===== src/rtl/audio_pkg.sv =====
// Shared constants and FSM encoding for the I2S audio DAC serializer.
package audio_pkg;
  localparam int AUD_DATA_W     = 32;
  localparam int AUD_FIFO_DEPTH = 4;
  localparam int BIT_CNT_W      = $clog2(AUD_DATA_W);

  typedef enum logic [1:0] {IDLE, DELAY, SHIFT, PAD} state_t;
endpackage


===== src/rtl/sample_fifo.sv =====
// Synchronous sample FIFO; level saturates at DEPTH, pointers wrap modulo DEPTH.
module sample_fifo
  import audio_pkg::*;
#(
  parameter int DATA_W = AUD_DATA_W,
  parameter int DEPTH  = AUD_FIFO_DEPTH,
  localparam int LVL_W = $clog2(DEPTH) + 1
) (
  input  logic              clk,
  input  logic              reset,
  input  logic              push,
  input  logic [DATA_W-1:0] wr_data,
  input  logic              pop,
  output logic [DATA_W-1:0] rd_data,
  output logic              full,
  output logic              empty,
  output logic [LVL_W-1:0]  level
);
  localparam int PTR_W = $clog2(DEPTH);

  logic [DATA_W-1:0] mem [DEPTH];
  logic [PTR_W-1:0]  wr_ptr, rd_ptr;
  logic              do_push, do_pop;

  assign full    = (level == LVL_W'(DEPTH));
  assign empty   = (level == '0);
  assign do_push = push & ~full;
  assign do_pop  = pop & ~empty;
  assign rd_data = mem[rd_ptr];

  always_ff @(posedge clk)
    if (do_push) mem[wr_ptr] <= wr_data;

  always_ff @(posedge clk) begin
    if (reset) begin
      wr_ptr <= '0;
      rd_ptr <= '0;
      level  <= '0;
    end else begin
      if (do_push) wr_ptr <= wr_ptr + 1'b1;
      if (do_pop)  rd_ptr <= rd_ptr + 1'b1;
      case ({do_push, do_pop})
        2'b10:   level <= level + 1'b1;
        2'b01:   level <= level - 1'b1;
        default: level <= level;
      endcase
    end
  end
endmodule


===== src/rtl/audio_dac_serializer.sv =====
// Buffers producer samples and shifts each one out on both I2S channels of a frame;
// the codec owns BCLK/LRCK, which are synchronised into CLOCK_50 here.
module audio_dac_serializer
  import audio_pkg::*;
#(
  parameter int DATA_W      = AUD_DATA_W,
  parameter int FIFO_DEPTH  = AUD_FIFO_DEPTH,
  parameter int SYNC_STAGES = 2,
  localparam int LVL_W      = $clog2(FIFO_DEPTH) + 1
) (
  input  logic              CLOCK_50,
  input  logic              reset,
  input  logic [DATA_W-1:0] sample_in,
  input  logic              sample_valid,
  output logic              sample_ready,
  input  logic              AUD_BCLK,
  input  logic              AUD_DACLRCK,
  output logic              AUD_DACDAT,
  output logic              underrun,
  output logic [LVL_W-1:0]  fifo_level
);
  localparam int CNT_W = (DATA_W > 1) ? $clog2(DATA_W) : 1;

  logic [SYNC_STAGES-1:0] bclk_sync, lrck_sync;
  logic                   bclk_s, lrck_s, bclk_prev, lrck_q;
  logic                   bclk_fall, lrck_chg, frame_start;
  logic                   fifo_full, fifo_empty, fifo_pop;
  logic [DATA_W-1:0]      fifo_rd, tx_word;
  logic [CNT_W-1:0]       bit_cnt;
  state_t                 state;

  sample_fifo #(.DATA_W(DATA_W), .DEPTH(FIFO_DEPTH)) u_fifo (
    .clk     (CLOCK_50),
    .reset   (reset),
    .push    (sample_valid),
    .wr_data (sample_in),
    .pop     (fifo_pop),
    .rd_data (fifo_rd),
    .full    (fifo_full),
    .empty   (fifo_empty),
    .level   (fifo_level)
  );

  assign sample_ready = ~fifo_full;

  assign bclk_s      = bclk_sync[SYNC_STAGES-1];
  assign lrck_s      = lrck_sync[SYNC_STAGES-1];
  assign bclk_fall   = bclk_prev & ~bclk_s;
  assign lrck_chg    = bclk_fall & (lrck_s ^ lrck_q);
  assign frame_start = bclk_fall & lrck_q & ~lrck_s;
  assign fifo_pop    = frame_start & ~fifo_empty;

  always_ff @(posedge CLOCK_50) begin
    if (reset) begin
      bclk_sync <= '0;
      lrck_sync <= '0;
      bclk_prev <= 1'b0;
      lrck_q    <= 1'b0;
    end else begin
      bclk_sync <= (bclk_sync << 1) | SYNC_STAGES'(AUD_BCLK);
      lrck_sync <= (lrck_sync << 1) | SYNC_STAGES'(AUD_DACLRCK);
      bclk_prev <= bclk_s;
      if (bclk_fall) lrck_q <= lrck_s;
    end
  end

  // The MSB goes out on the fall after the delay slot; bit_cnt then indexes the next bit.
  always_ff @(posedge CLOCK_50) begin
    if (reset) begin
      state      <= IDLE;
      tx_word    <= '0;
      bit_cnt    <= '0;
      AUD_DACDAT <= 1'b0;
      underrun   <= 1'b0;
    end else begin
      underrun <= 1'b0;
      if (frame_start) begin
        tx_word    <= fifo_empty ? '0 : fifo_rd;
        underrun   <= fifo_empty;
        state      <= DELAY;
        AUD_DACDAT <= 1'b0;
      end else if (lrck_chg && state != IDLE) begin
        state      <= DELAY;
        AUD_DACDAT <= 1'b0;
      end else if (bclk_fall) begin
        case (state)
          DELAY: begin
            state      <= SHIFT;
            AUD_DACDAT <= tx_word[DATA_W-1];
            bit_cnt    <= CNT_W'(DATA_W - 2);
          end
          SHIFT: begin
            AUD_DACDAT <= tx_word[bit_cnt];
            if (bit_cnt == '0) state <= PAD;
            else               bit_cnt <= bit_cnt - 1'b1;
          end
          default: AUD_DACDAT <= 1'b0;
        endcase
      end
    end
  end
endmodule


===== config.mk =====
export PLATFORM = sky130hd
export DESIGN_NAME = audio_dac_serializer
export DESIGN_NICKNAME = d
export VERILOG_FILES = /design/src/rtl/audio_pkg.sv /design/src/rtl/sample_fifo.sv /design/src/rtl/audio_dac_serializer.sv
export SDC_FILE = /design/constraint.sdc
export NUM_CORES = 1
export LEC_CHECK = 0
export ABC_CLOCK_PERIOD_IN_PS = 3600
export CELL_PAD_IN_SITES_DETAIL_PLACEMENT = 1
export CELL_PAD_IN_SITES_GLOBAL_PLACEMENT = 1
export CORE_ASPECT_RATIO = 1.4
export CORE_MARGIN = 4
export CORE_UTILIZATION = 50
export CTS_CLUSTER_DIAMETER = 50
export DETAILED_ROUTE_END_ITERATION = 8
export PLACE_DENSITY_LB_ADDON = 0.1
export SETUP_SLACK_MARGIN = 0.3
export SYNTH_ARGS = -nofsm -noshare
export SYNTH_HDL_FRONTEND = slang
export SYNTH_SLANG_ARGS = --single-unit

===== constraint.sdc =====
create_clock -name CLOCK_50 -period 3.6 [get_ports CLOCK_50]
set_input_delay 0.72 -clock CLOCK_50 [delete_from_list [all_inputs] [get_ports CLOCK_50]]
set_output_delay 0.72 -clock CLOCK_50 [all_outputs]
set_load 0.1 [all_outputs]

==> results of run 1 <==
-- synthesized netlist by cell type (2+ instances only) --
cell | n | area share
clkbuf_1 | 13 | 0.0068
buf_1 | 2 | 0.0011
buf_6 | 2 | 0.0032
buf_2 | 9 | 0.0063
nor2_1 | 43 | 0.023
inv_1 | 11 | 0.0058
and3_1 | 4 | 0.0035
a22oi_1 | 32 | 0.034
nor3b_1 | 2 | 0.0021
nand2_1 | 19 | 0.010
mux4_1 | 2 | 0.0074
xor2_1 | 3 | 0.0037
mux2i_1 | 4 | 0.0056
xnor2_1 | 2 | 0.0025
nand3_1 | 3 | 0.0021
or3_1 | 2 | 0.0018
o41ai_1 | 2 | 0.0025
nor2b_1 | 8 | 0.0070
dfxtp_1 | 56 | 0.16
ha_1 | 9 | 0.016
nand2b_1 | 5 | 0.0044
nor4_1 | 2 | 0.0018
mux4_2 | 36 | 0.11
o21ai_0 | 4 | 0.0028
edfxtp_1 | 128 | 0.54
a21oi_1 | 11 | 0.0077
nor3_1 | 4 | 0.0028
-- layout make-up --
type / count / area, um2 / share of cell area
Clock buffer: 17 / 425.4 / 0.05096
Tap cell: 185 / 231.5 / 0.02773
Timing Repair Buffer: 53 / 495.5 / 0.05935
Clock inverter: 15 / 181.4 / 0.02173
Inverter: 11 / 41.29 / 0.004946
Multi-Input combinational cell: 216 / 2007 / 0.2404
Sequential cell: 184 / 4966 / 0.5949
-- worst reg2reg max path, delay by kind of cell (launching register included) --
family	cells	cell delay (ps)
AND/OR/NAND/NOR	3	700
adder cells (fa/ha/maj)	2	580
flip-flops	1	340
buffers and inverters	2	320
XOR/XNOR	1	150
AO/OA/AOI/OAI	1	150
-- kinds of logic after synthesis --
kind of cell | Yosys count
buffers and inverters | 37
multiplexers | 42
XOR/XNOR | 5
flip-flops | 184
AND/OR/NAND/NOR | 102
AO/OA/AOI/OAI | 57
adder cells (fa/ha/maj) | 10
-- registers in the layout, summed over array words and instances (netlist names), named ones only --
signal and count:
lrck_sync 2, bclk_sync 2, underrun 1, tx_word 32
lrck_q 1, AUD_DACDAT 1, bclk_prev 1, bit_cnt 5
u_fifo.level 3, state 2, u_fifo.rd_ptr 2, u_fifo.mem 128
u_fifo.wr_ptr 2
-- metal layers --
layer,vias to the layer above,routed length (um),track usage
li1,1787,-,-
met1,2006,5755,0.2318
met2,46,8127,0.3438
met3,13,292,0.03898
met4,0,200,0.05749
met5,-,0,0
-- power by group --
part	switching [mW]	internal, mW	leakage (nW)
logic	0.123	0.0842	0.762
registers	0.0202	2.34	1.63
clock network	0.828	1.05	0.296
total	0.971	3.48	2.69
-- final timing paths --
path | from | to | slack, ps | cells after the start
max | u_fifo.level[2] | fifo_level[2] | 830 | 1
min | bclk_sync[0] | bclk_sync[1] | 460 | 1
max reg2reg | lrck_sync[1] | u_fifo.level[2] | 1280 | 9
min reg2reg | bclk_sync[0] | bclk_sync[1] | 460 | 1
-- through the flow --
| stage | util | std cells | worst slack (ps) | hold WS (ps) |
|---|---|---|---|---|
| after global placement | 0.5539 | 649 | 908.3 | 436.5 |
| after global routing | 0.5974 | 681 | 799.1 | 472.0 |
| after detailed placement | 0.5539 | 649 | 818.2 | 457.3 |
| after CTS | 0.5974 | 681 | 816.8 | 467.9 |
| final | 0.5974 | 681 | 833.6 | 461.7 |
| after floorplan | - | 437 | 390.3 | 413.8 |
==> impl_results.md, run 1 <==
- Run status: finished clean
- Initial antenna violation count: 0
- First-pass GRT wire length: 23.12 mm
- Vias in the first global route: ~4.2k
- TritonCTS clock tree: yes
- Simple-Gate Fraction of Synth Area: 0.07218
- Pins Over Slew Limit: 0
- Primary FF master, synth: edfxtp_1
- I/O Buffers: 42
- Async SR Flop Fraction: 0
- Buf/Inv on CP: 1
- GP Congestion: 0.8018
- Count of cell types in the netlist: 46
- Critical path, cell by cell: clkdlybuf4s50_1
- CP startpoint kind: flop
- DR WL/cell: 21.11 um
- # diodes: 0
- Hpwl dp: between 8 and 9 mm
- Die Span Y: about 150 um
- Synth-to-Final Area Change: 17.18%
- Syn_area_per_cell: around 16 um2
- DR DRC count: 0
- Max cap viols: 0
- Fmax: 361.5 MHz
- Period Utilization, post-route: 0.7685
- Sink Count: 184
- # rows: between 50 and 60
- Post-Synth Adder-Cell Area: 0.01862
- Pwr/cell area: between 500 and 600 nW/um2
- Post-Synth XOR/XNOR Area: 0.006147
- Latest clock arrival within the worst-skew pair: about 430 ps
- Initial drt markers: around 140
- WP data required: 2880 ps
- Worst path slowest cell: clkdlybuf4s50_1
- GRT Residual Overflow: 0
- Largest family of logic cells by synthesized area: multiplexers
- Compound-gate portion of the synthesized area: 0.05620
- Cell family with the largest share of critical-path delay: buffers and inverters
- Final setup TNS: 0 ps
- Worst Path Max Fanout: 5
- Gates resized, CTS repair: 0
- Clock Tree Root: clkbuf_16
- CP max stage delay: approximately 1200 ps
- Register area share after synthesis: 0.6969
- Clock skew: about 15 ps
- Static leakage: 2.686 nW
- Worst-margin pin slew: 968.4 ps
- Cell area after synthesis: ~7000 um2
- Core area: around 14,000 um2
- CTS Hold Bufs: 0
- CTS clk-pin slew, worst paths: ~70 ps
- Hold Vio Cnt, Final: 0
- Maximum VDD drop: 0.3444 mV
- Commonest non-fill, non-tap cell in the layout: edfxtp_1
- Overall power: around 4.4 mW
- Class of the most critical setup path: reg -> out
- Synth Register Bits: about 180
- Starting Density: 0.5098
- Max clock buf depth: 2
- Total CTS buffers: 17
- IO Pins: 43
- Synth Net Count: a little under 500
- Vias: 3,852
- Post-synthesis mux area share: 0.1268
- Layout filler cell count: 1,263
- Hold crit path type: reg -> reg
- H-tree lvl count: 4
- Die X: between 100 and 150 um
- Die area: ~16,000 um2
- Post-synth EDFFs: 128
- Post-Synthesis Cells: around 440
- # setup viols final: 0
- Final WL: approximately 14 mm
- Total GRT Usage: 0.1921
- Final #Nets: 530
- Layout cells sized above 1: 0.1734
- Post-route cell area: 8348 um2
- Setup bufs post-CTS: 0
- Pin count of the biggest net entering global routing: 46
- Drt first pass iters: 5
- Crit path arrival time: just over 2000 ps
- Unrepaired setup endpoints after global routing: false
- Yosys warning total: 0
- Antenna Nets Post-Route: 0
- Max-slew headroom: 0.3524
- Placed Area: 7741 um2
- Vias/cell: 5.656
- Highest-count cells in the layout ignoring fill and taps: edfxtp_1 (128), dfxtp_1 (55), nor2_1 (43), clkdlybuf4s50_1 (40), mux4_2 (36)
- CP endpoint kind: primary output
- Post-layout min period: ~2800 ps
(Power assumes the default switching activity.)
==> run 2: changes to the inputs <==
--- a/config.mk
+++ b/config.mk
@@ -5,12 +5,12 @@
 export SDC_FILE = /design/constraint.sdc
 export NUM_CORES = 1
 export LEC_CHECK = 0
-export ABC_CLOCK_PERIOD_IN_PS = 3600
+export ABC_CLOCK_PERIOD_IN_PS = 2300
 export CELL_PAD_IN_SITES_DETAIL_PLACEMENT = 1
 export CELL_PAD_IN_SITES_GLOBAL_PLACEMENT = 1
 export CORE_ASPECT_RATIO = 1.4
 export CORE_MARGIN = 4
-export CORE_UTILIZATION = 50
+export CORE_UTILIZATION = 45
 export CTS_CLUSTER_DIAMETER = 50
 export DETAILED_ROUTE_END_ITERATION = 8
 export PLACE_DENSITY_LB_ADDON = 0.1
==> constraint.sdc (replaced) <==
create_clock -name CLOCK_50 -period 2.3 [get_ports CLOCK_50]
set_input_delay 0.46 -clock CLOCK_50 [delete_from_list [all_inputs] [get_ports CLOCK_50]]
set_output_delay 0.46 -clock CLOCK_50 [all_outputs]
set_load 0.1 [all_outputs]
==> run 2 against run 1 <==
Power up 57%. Setup slack worse by 530 ps. Global-route usage down 1.5 points. Largest power group unchanged. Non-clock buffer count up 5. Final area up 2.6%.
==> impl_results.md, run 2 (synthesized netlist as in run 1, its figures left out) <==
- Run status: finished clean
- Pins Over Slew Limit: 0
- Sw frac: 0.2281
- Vias: 3,904
- CTS clk-pin slew, worst paths: 70 ps
- Maximum VDD drop: 0.5229 mV
- Period Utilization, post-route: 0.8665
- Post-route cell area: 8564 um2
- Synth-to-Final Area Change: 20.21%
- Worst hold path startpoint: reset
- CP startpoint kind: flop
- Commonest non-fill, non-tap cell in the layout: edfxtp_1
- Core area: approximately 16,000 um2
- # diodes: 0
- Hold crit path type: in -> reg
- Post-layout util: 0.5511
- Pwr/cell area: approximately 810 nW/um2
- Crit path arrival time: about 2300 ps
- Max FFs per register: 128
- Layout filler cell count: around 1.4k
- GRT Residual Overflow: 0
- FF-to-FF End: u_fifo.level[2]
- Gate power share: 0.051
- Latest clock arrival within the worst-skew pair: 430 ps
- Fmax: roughly 500 MHz
- CTS Hold Bufs: 0
- R2r worst-path depth: 10
- Hpwl dp: a little under 9 mm
- Psw: about 1.6 mW
- Final setup TNS: 0 ps
- Worst Path Max Fanout: 4
- # setup viols final: 0
- FF-to-FF Start: u_fifo.level[1]
- Max-slew headroom: 0.6447
- Placed Area: between 7000 and 8000 um2
- Final #Nets: between 500 and 600
- Largest regs: u_fifo.mem: 128 flops, tx_word: 32 flops, bit_cnt: 5 flops
- Worst Hold End: tx_word[0]
- Sink Count: 184
- Drt first pass iters: 6
- Worst-margin pin slew: between 500 and 600 ps
- Vias in the first global route: about 4.3k
- Clock skew: roughly 10 ps
- Max cap viols: 0
- H-tree lvl count: 4
- Unrepaired setup endpoints after global routing: true
- Clock Tree Root: clkbuf_16
- Overall power: 6.961 mW
- Hold Vio Cnt, Final: 0
- Max clock buf depth: 2
- Clock share of power: 0.418
- Biggest register: u_fifo.mem
- Total CTS buffers: 17
- Antenna Nets Post-Route: 0
- Pin count of the biggest net entering global routing: between 40 and 50
- Highest-count cells in the layout ignoring fill and taps: edfxtp_1 (128), dfxtp_1 (47), nor2_1 (43), mux4_2 (36), clkdlybuf4s50_1 (35)
- DR DRC count: 0
- TritonCTS clock tree: yes
- I/O Buffers: 42
- CP endpoint kind: flop
- Hold Path Depth: 2
- DR WL/cell: between 20 and 25 um
- Hold slack final: 407.8 ps
- Die area: approximately 18,000 um2
- Total GRT Usage: 0.1769
- Initial antenna violation count: 0
- Static leakage: 2.754 nW
- Cell Int Power: 5.373 mW
- Flop pwr share: 0.531
- First-pass GRT wire length: around 24 mm
- Post-layout min period: ~2000 ps
- Flop-to-flop setup slack: a little over 300 ps
- Initial drt markers: between 150 and 200
- Die X: between 100 and 150 um
- Starting Density: 0.4585
- IO Pins: 43
- Final WL: 14.76 mm
- GP Congestion: between 0.7 and 0.8
- # rows: 54
- Class of the most critical setup path: reg -> reg
- Die Span Y: 156.9 um
- Layout cells sized above 1: 0.2415
- WP data required: between 2000 and 3000 ps
- Vias/cell: between 5 and 6
-- run 2: worst max-delay path, stage by stage (launching register included) --
cell and delay (ps):
dfxtp_4 370, inv_4 60, nand3_4 60, and2_4 160, inv_4 60, ha_4 140
inv_2 40, fa_2 320, xor2_1 160, or3_1 370, a21oi_2 170
-- run 2: cell type report --
cell class / count / area, um2 / area share
Clock buffer: 17 / 425.4 / 0.04967
Inverter: 11 / 48.80 / 0.005698
Multi-Input combinational cell: 216 / 2083 / 0.2432
Timing Repair Buffer: 58 / 595.6 / 0.06954
Clock inverter: 15 / 182.7 / 0.02133
Tap cell: 196 / 245.2 / 0.02863
Sequential cell: 184 / 4984 / 0.5819
-- run 2: metrics by stage --
stage | setup WS (ps) | cells
finish | 307.0 | 697
global route | 234.4 | 697
floorplan | -23.68 | 437
CTS | 311.5 | 694
detailed placement | -0.9159 | 662
global placement | 53.53 | 662
-- run 2: worst max path at each step --
stage                                from              end  slack (ps)  depth (start not counted)
after global placement       sample_valid  u_fifo.level[2]          50                          9
final                     u_fifo.level[1]  u_fifo.level[2]         310                         10
after detailed placement     sample_valid  u_fifo.level[2]        -0.9                          9
after CTS                      bit_cnt[1]       AUD_DACDAT         310                          4
after floorplan           u_fifo.level[2]  u_fifo.level[2]         -20                          9
after global routing      u_fifo.level[1]  u_fifo.level[2]         230                         10
-- run 2: repair_timing --
| action | CTS | global route |
|---|---|---|
| setup buffers | 0 | 3 |
| gates resized for setup | 0 | 16 |
| setup endpoints to repair | 0 | 7 |
-- run 2: metal layers --
metal  vias up  global-route usage  wire length (um)
li1       1800                   -                 -
met1      2023              0.2099              5818
met2        67              0.3244              8380
met3        14             0.03327               401
met4         0             0.05207               159
met5         -                   0                 0
-- run 2: power by group through the flow --
stage,Sequential [mW],Clock (mW),Combinational (mW)
after global placement,3.76,0,0.344
after global routing,3.70,3.13,0.382
after detailed placement,3.77,0,0.353
final,3.70,2.91,0.352
after CTS,3.70,2.99,0.355
after floorplan,3.79,0,0.146
